[src/rtl/fetch_unit.sv]
// Instruction fetch unit: issues sequential ROM reads from a fetch PC,
// buffers returned words with their addresses in a 2-entry FIFO, and
// presents the FIFO head to the processor over a valid/ready handshake.
// Supports fetch redirection (flush + restart) and a halt level that
// stops new requests while letting outstanding work drain.
module fetch_unit #(
    parameter int ADDR_W   = 8,
    parameter int DATA_W   = 16,
    parameter int RESET_PC = 0
) (
    input  logic              clk,
    input  logic              rst,
    output logic              rom_en,
    output logic [ADDR_W-1:0] rom_addr,
    input  logic [DATA_W-1:0] rom_data,
    output logic [DATA_W-1:0] instr,
    output logic [ADDR_W-1:0] instr_pc,
    output logic              instr_valid,
    input  logic              instr_ready,
    input  logic              redirect,
    input  logic [ADDR_W-1:0] redirect_pc,
    input  logic              halt
);

    localparam logic [ADDR_W-1:0] RESET_ADDR = ADDR_W'(RESET_PC);

    // Fetch state
    logic [ADDR_W-1:0] pc_r;
    logic              inflight_r;
    logic [ADDR_W-1:0] req_pc_r;

    // FIFO as two fixed slots; slot 0 is always the head so the
    // processor-facing outputs are plain register outputs.
    logic              v0_r;
    logic              v1_r;
    logic [DATA_W-1:0] d0_r;
    logic [DATA_W-1:0] d1_r;
    logic [ADDR_W-1:0] p0_r;
    logic [ADDR_W-1:0] p1_r;

    logic              xfer_s;
    logic              push_s;
    logic [2:0]        occ_s;
    logic              room_s;

    assign instr       = d0_r;
    assign instr_pc    = p0_r;
    assign instr_valid = v0_r;
    assign rom_addr    = pc_r;

    // Request gating: occupancy counts buffered entries plus the response
    // already on its way, and a head leaving this cycle frees one slot.
    always_comb begin
        xfer_s = v0_r & instr_ready;
        push_s = inflight_r & ~redirect;
        occ_s  = {2'b00, v0_r} + {2'b00, v1_r} + {2'b00, inflight_r};
        if (occ_s < (3'd2 + {2'b00, xfer_s})) begin
            room_s = 1'b1;
        end else begin
            room_s = 1'b0;
        end
        if (!rst && !halt && !redirect && room_s) begin
            rom_en = 1'b1;
        end else begin
            rom_en = 1'b0;
        end
    end

    // Fetch PC, in-flight tracking and FIFO slot movement.
    always_ff @(posedge clk or posedge rst) begin
        if (rst) begin
            pc_r       <= RESET_ADDR;
            inflight_r <= 1'b0;
            req_pc_r   <= '0;
            v0_r       <= 1'b0;
            v1_r       <= 1'b0;
            d0_r       <= '0;
            d1_r       <= '0;
            p0_r       <= '0;
            p1_r       <= '0;
        end else begin
            inflight_r <= rom_en;
            if (rom_en) begin
                req_pc_r <= pc_r;
            end

            if (redirect) begin
                pc_r <= redirect_pc;
            end else if (rom_en) begin
                pc_r <= pc_r + {{(ADDR_W-1){1'b0}}, 1'b1};
            end

            if (redirect) begin
                // Flush everything; a response landing now is stale.
                v0_r <= 1'b0;
                v1_r <= 1'b0;
            end else begin
                case ({xfer_s, push_s})
                    2'b11: begin
                        if (v1_r) begin
                            d0_r <= d1_r;
                            p0_r <= p1_r;
                            d1_r <= rom_data;
                            p1_r <= req_pc_r;
                        end else begin
                            d0_r <= rom_data;
                            p0_r <= req_pc_r;
                        end
                    end
                    2'b10: begin
                        v0_r <= v1_r;
                        v1_r <= 1'b0;
                        d0_r <= d1_r;
                        p0_r <= p1_r;
                    end
                    2'b01: begin
                        if (v0_r) begin
                            v1_r <= 1'b1;
                            d1_r <= rom_data;
                            p1_r <= req_pc_r;
                        end else begin
                            v0_r <= 1'b1;
                            d0_r <= rom_data;
                            p0_r <= req_pc_r;
                        end
                    end
                    default: begin
                        v0_r <= v0_r;
                        v1_r <= v1_r;
                    end
                endcase
            end
        end
    end

endmodule

[config.mk]
export PLATFORM = sky130hd
export DESIGN_NAME = fetch_unit
export DESIGN_NICKNAME = d
export VERILOG_FILES = /design/src/rtl/fetch_unit.sv
export SDC_FILE = /design/constraint.sdc
export NUM_CORES = 1
export LEC_CHECK = 0
export ABC_AREA = 1
export BUFFER_PORTS_ARGS = -buffer_cell sky130_fd_sc_hd__buf_2
export CAP_MARGIN = 10
export CORE_MARGIN = 2
export CORE_UTILIZATION = 45
export CTS_BUF_LIST = sky130_fd_sc_hd__clkbuf_2
export DETAILED_ROUTE_END_ITERATION = 12
export PLACE_DENSITY_LB_ADDON = 0.2
export SLEW_MARGIN = 25
export SYNTH_ARGS = -nofsm -noshare
export SYNTH_HDL_FRONTEND = slang
export SYNTH_SLANG_ARGS = --single-unit
[constraint.sdc]
create_clock -name clk -period 4.4 [get_ports clk]
set_input_delay 0.22 -clock clk [delete_from_list [all_inputs] [get_ports clk]]
set_output_delay 0.22 -clock clk [all_outputs]
set_load 0.01 [all_outputs]
==> impl_metrics.json <==
{
  "status": "complete, no violations",
  "layout_min_cycle_time_ns": 2.799,
  "clk_pin_slew_worst_paths_ns": 0.18,
  "cts_resized": 0,
  "first_global_vias": 3125,
  "rrSetupSlack_ns": 2.13,
  "antenna_left": 0,
  "max_cap_violations": 0,
  "whs_path_depth": 5,
  "cp.required_ns": 4.18,
  "grt_max_degree": 49,
  "cts_buffers": 9,
  "core_um2": 8175,
  "cts_sinks": 67,
  "report.final.hold_viol_count": 0,
  "start_kind": "flip-flop",
  "clk_latency_ns": 0.46,
  "clock_path_buffers": 2,
  "yosysUniqueCellTypes": 23,
  "ioPinCount": 63,
  "place.gp.congestion": 0.8247,
  "layout-drive-gt1-share_pct": 18.32,
  "wl_per_cell_um": 12.23,
  "antenna_found_initial": 0,
  "syn_avg_cell_area_um2": 7.545,
  "crit_type": "flip-flop to output port",
  "setup_tns_ns": 0,
  "grt_pass1_wl_um": 14290,
  "maxSlewHeadroom_pct": 38.99,
  "ys_warn_count": 0,
  "initial_utilization_pct": 46.14,
  "dieArea_um2": 9132,
  "synthToLayoutAreaGrowth_pct": 16.62,
  "die_w_um": 95.56,
  "ys_ff_latch": 67,
  "cts_tree": "yes",
  "worstSetupEndpointType": "output port",
  "drt_iter0_markers": 174,
  "min_from": "redirect_pc[2]",
  "hpwl_um": 5244,
  "synth_cells": 500,
  "drcViolationCount": 0,
  "min-delay-path-class": "input port to flip-flop",
  "mostFrequentLayoutCell": "nand2_1",
  "routed_wl_um": 8294,
  "final_cell_mix": "nand2_1 (182), dfrtp_1 (67), inv_1 (62), buf_2 (62), o21ai_0 (52)",
  "fillers": 817,
  "critPathMaxStageDelay_ns": 0.72,
  "crit_slowest_cell": "a21oi_1",
  "die_h_um": 95.56,
  "grt_usage_pct": 19.85,
  "syn_nets": 535,
  "cp_top_family": "compound AO/OA/AOI/OAI gates",
  "slew_viol_final": 0,
  "p_leak_nw": 2.262,
  "power.density_nw_per_um2": 359.7,
  "fin_crit_sh_pct": 63.62,
  "vias": 3315,
  "h-tree-depth": 3,
  "worst_pin_slew_ns": 0.9151,
  "max_freq_ghz": 0.3573,
  "cts.root.buffer_cell": "clkbuf_2",
  "setup_viol": 0,
  "fin_nets": 605,
  "min_to": "rom_addr[2]",
  "reg2reg_to": "instr[13]",
  "cp_cell_sequence": "fa_1 > inv_1 > nand3_1 > a21oi_1 > buf_2",
  "utilization_pct": 53.81,
  "netlist_area_um2": 3772,
  "rsz0062_at_grt": "no",
  "timing.rr.start": "inflight_r",
  "irDropWorstVdd_v": 0.0001311,
  "rows": 33,
  "grt_overflow": 0,
  "seq_area_frac_synth_pct": 44.44,
  "worst-path-max-fanout": 12,
  "numPortBuffers": 62,
  "skew_ns": 0.03273,
  "crit_buf_inv": 2,
  "vias_per_cell": 4.889,
  "first_pass_iters": 5,
  "worstRegToRegCells": 9,
  "cp_data_arrival_time_ns": 2.58,
  "diodes": 0
}
==> worst max path at each step <==
stage | start | endpoint | slack, ns | depth (start not counted)
after global placement | redirect | d1_r[5] | 1.95 | 7
after global routing | instr_valid | rom_en | 1.33 | 5
after CTS | instr_valid | rom_en | 1.52 | 5
after floorplan | rst | d1_r[0] | 2.50 | 1
after detailed placement | redirect | instr[1] | 1.97 | 11
final | instr_valid | rom_en | 1.60 | 5
==> sequential cells by signal, summed over array words and instances, names as in the netlist <==
name         flops
d1_r            16
inflight_r       1
req_pc_r         8
instr_valid      1
instr_pc         8
rom_addr         8
instr           16
v1_r             1
p1_r             8
==> power by group <==
group          internal, mW  switching (mW)
sequential            0.748          0.0909
combinational         0.178           0.230
clock                 0.124           0.211
total                  1.05           0.532
==> worst reg2reg max path, cell delays in order (launching register included) <==
cell and delay, ns:
dfrtp_1 0.45, nand2_1 0.11, inv_1 0.08, ha_1 0.30, buf_4 0.23, inv_1 0.64, nand2_1 0.14, nand2_1 0.10
nand2_1 0.05, o21ai_0 0.11
==> per-stage QoR <==
step	hold WS (ns)	instance area [um^2]	cells	worst slack [ns]	total power, mW
2_1_floorplan	0.3488	3772	500	2.497	1.112
3_3_place_gp	0.3584	4055	641	1.947	1.235
3_5_place_dp	0.3502	4083	642	1.974	1.249
4_1_cts	0.01459	4397	678	1.517	1.607
5_1_grt	0.05426	4399	678	1.332	1.713
6_report	0.06017	4399	678	1.601	1.582
==> final cells by class <==
class	count	area, um^2	share of cell area [%]
clock inverters	4	43.79	0.9954
inverters	67	251.5	5.717
flip-flops and latches	67	1677	38.11
clock buffers	10	50.05	1.138
multi-input cells	337	1665	37.86
well taps	105	131.4	2.986
repair buffers	88	580.6	13.20
==> cell families after synthesis <==
family,synth area share (%)
simple gates,21.89
fa+ha+maj,2.189
flops,44.44
compound gates,19.10
xor+xnor,0.4644
buf+inv,11.91
==> cell usage after synthesis <==
library cell	n	area (um^2)
nand2_1	182	683.2
nand3_1	20	100.1
inv_2	4	15.01
fa_1	1	20.02
a21oi_2	2	17.52
buf_6	9	101.4
xnor2_1	1	8.760
o21ai_0	52	260.3
o211ai_1	23	172.7
o21ai_2	14	122.6
inv_1	63	236.5
a21oi_1	6	30.03
buf_2	11	55.05
nand2_2	2	12.51
buf_4	2	15.01
o21ai_1	21	105.1
xor2_1	1	8.760
nand2_4	1	11.26
nor2_1	5	18.77
clkbuf_1	7	26.28
o211ai_2	1	12.51
ha_1	5	62.56
dfrtp_1	67	1677
==> layer usage <==
layer / track usage [%] / vias to the layer above / share of wire, % / wire (um)
met2: 31.70 / 76 / 47 / 3872
li1: - / 1722 / - / -
met3: 2.767 / 4 / 3.7 / 307
met4: 7.976 / 0 / 0.76 / 63
met5: 0 / - / 0 / 0
met1: 27.19 / 1513 / 49 / 4050
==> what timing repair did <==
action / in CTS / in global routing
hold buffers: 22 / 0
hold endpoints to repair: 49 / 0
setup buffers: 0 / 0
(Power assumes the default switching activity.)
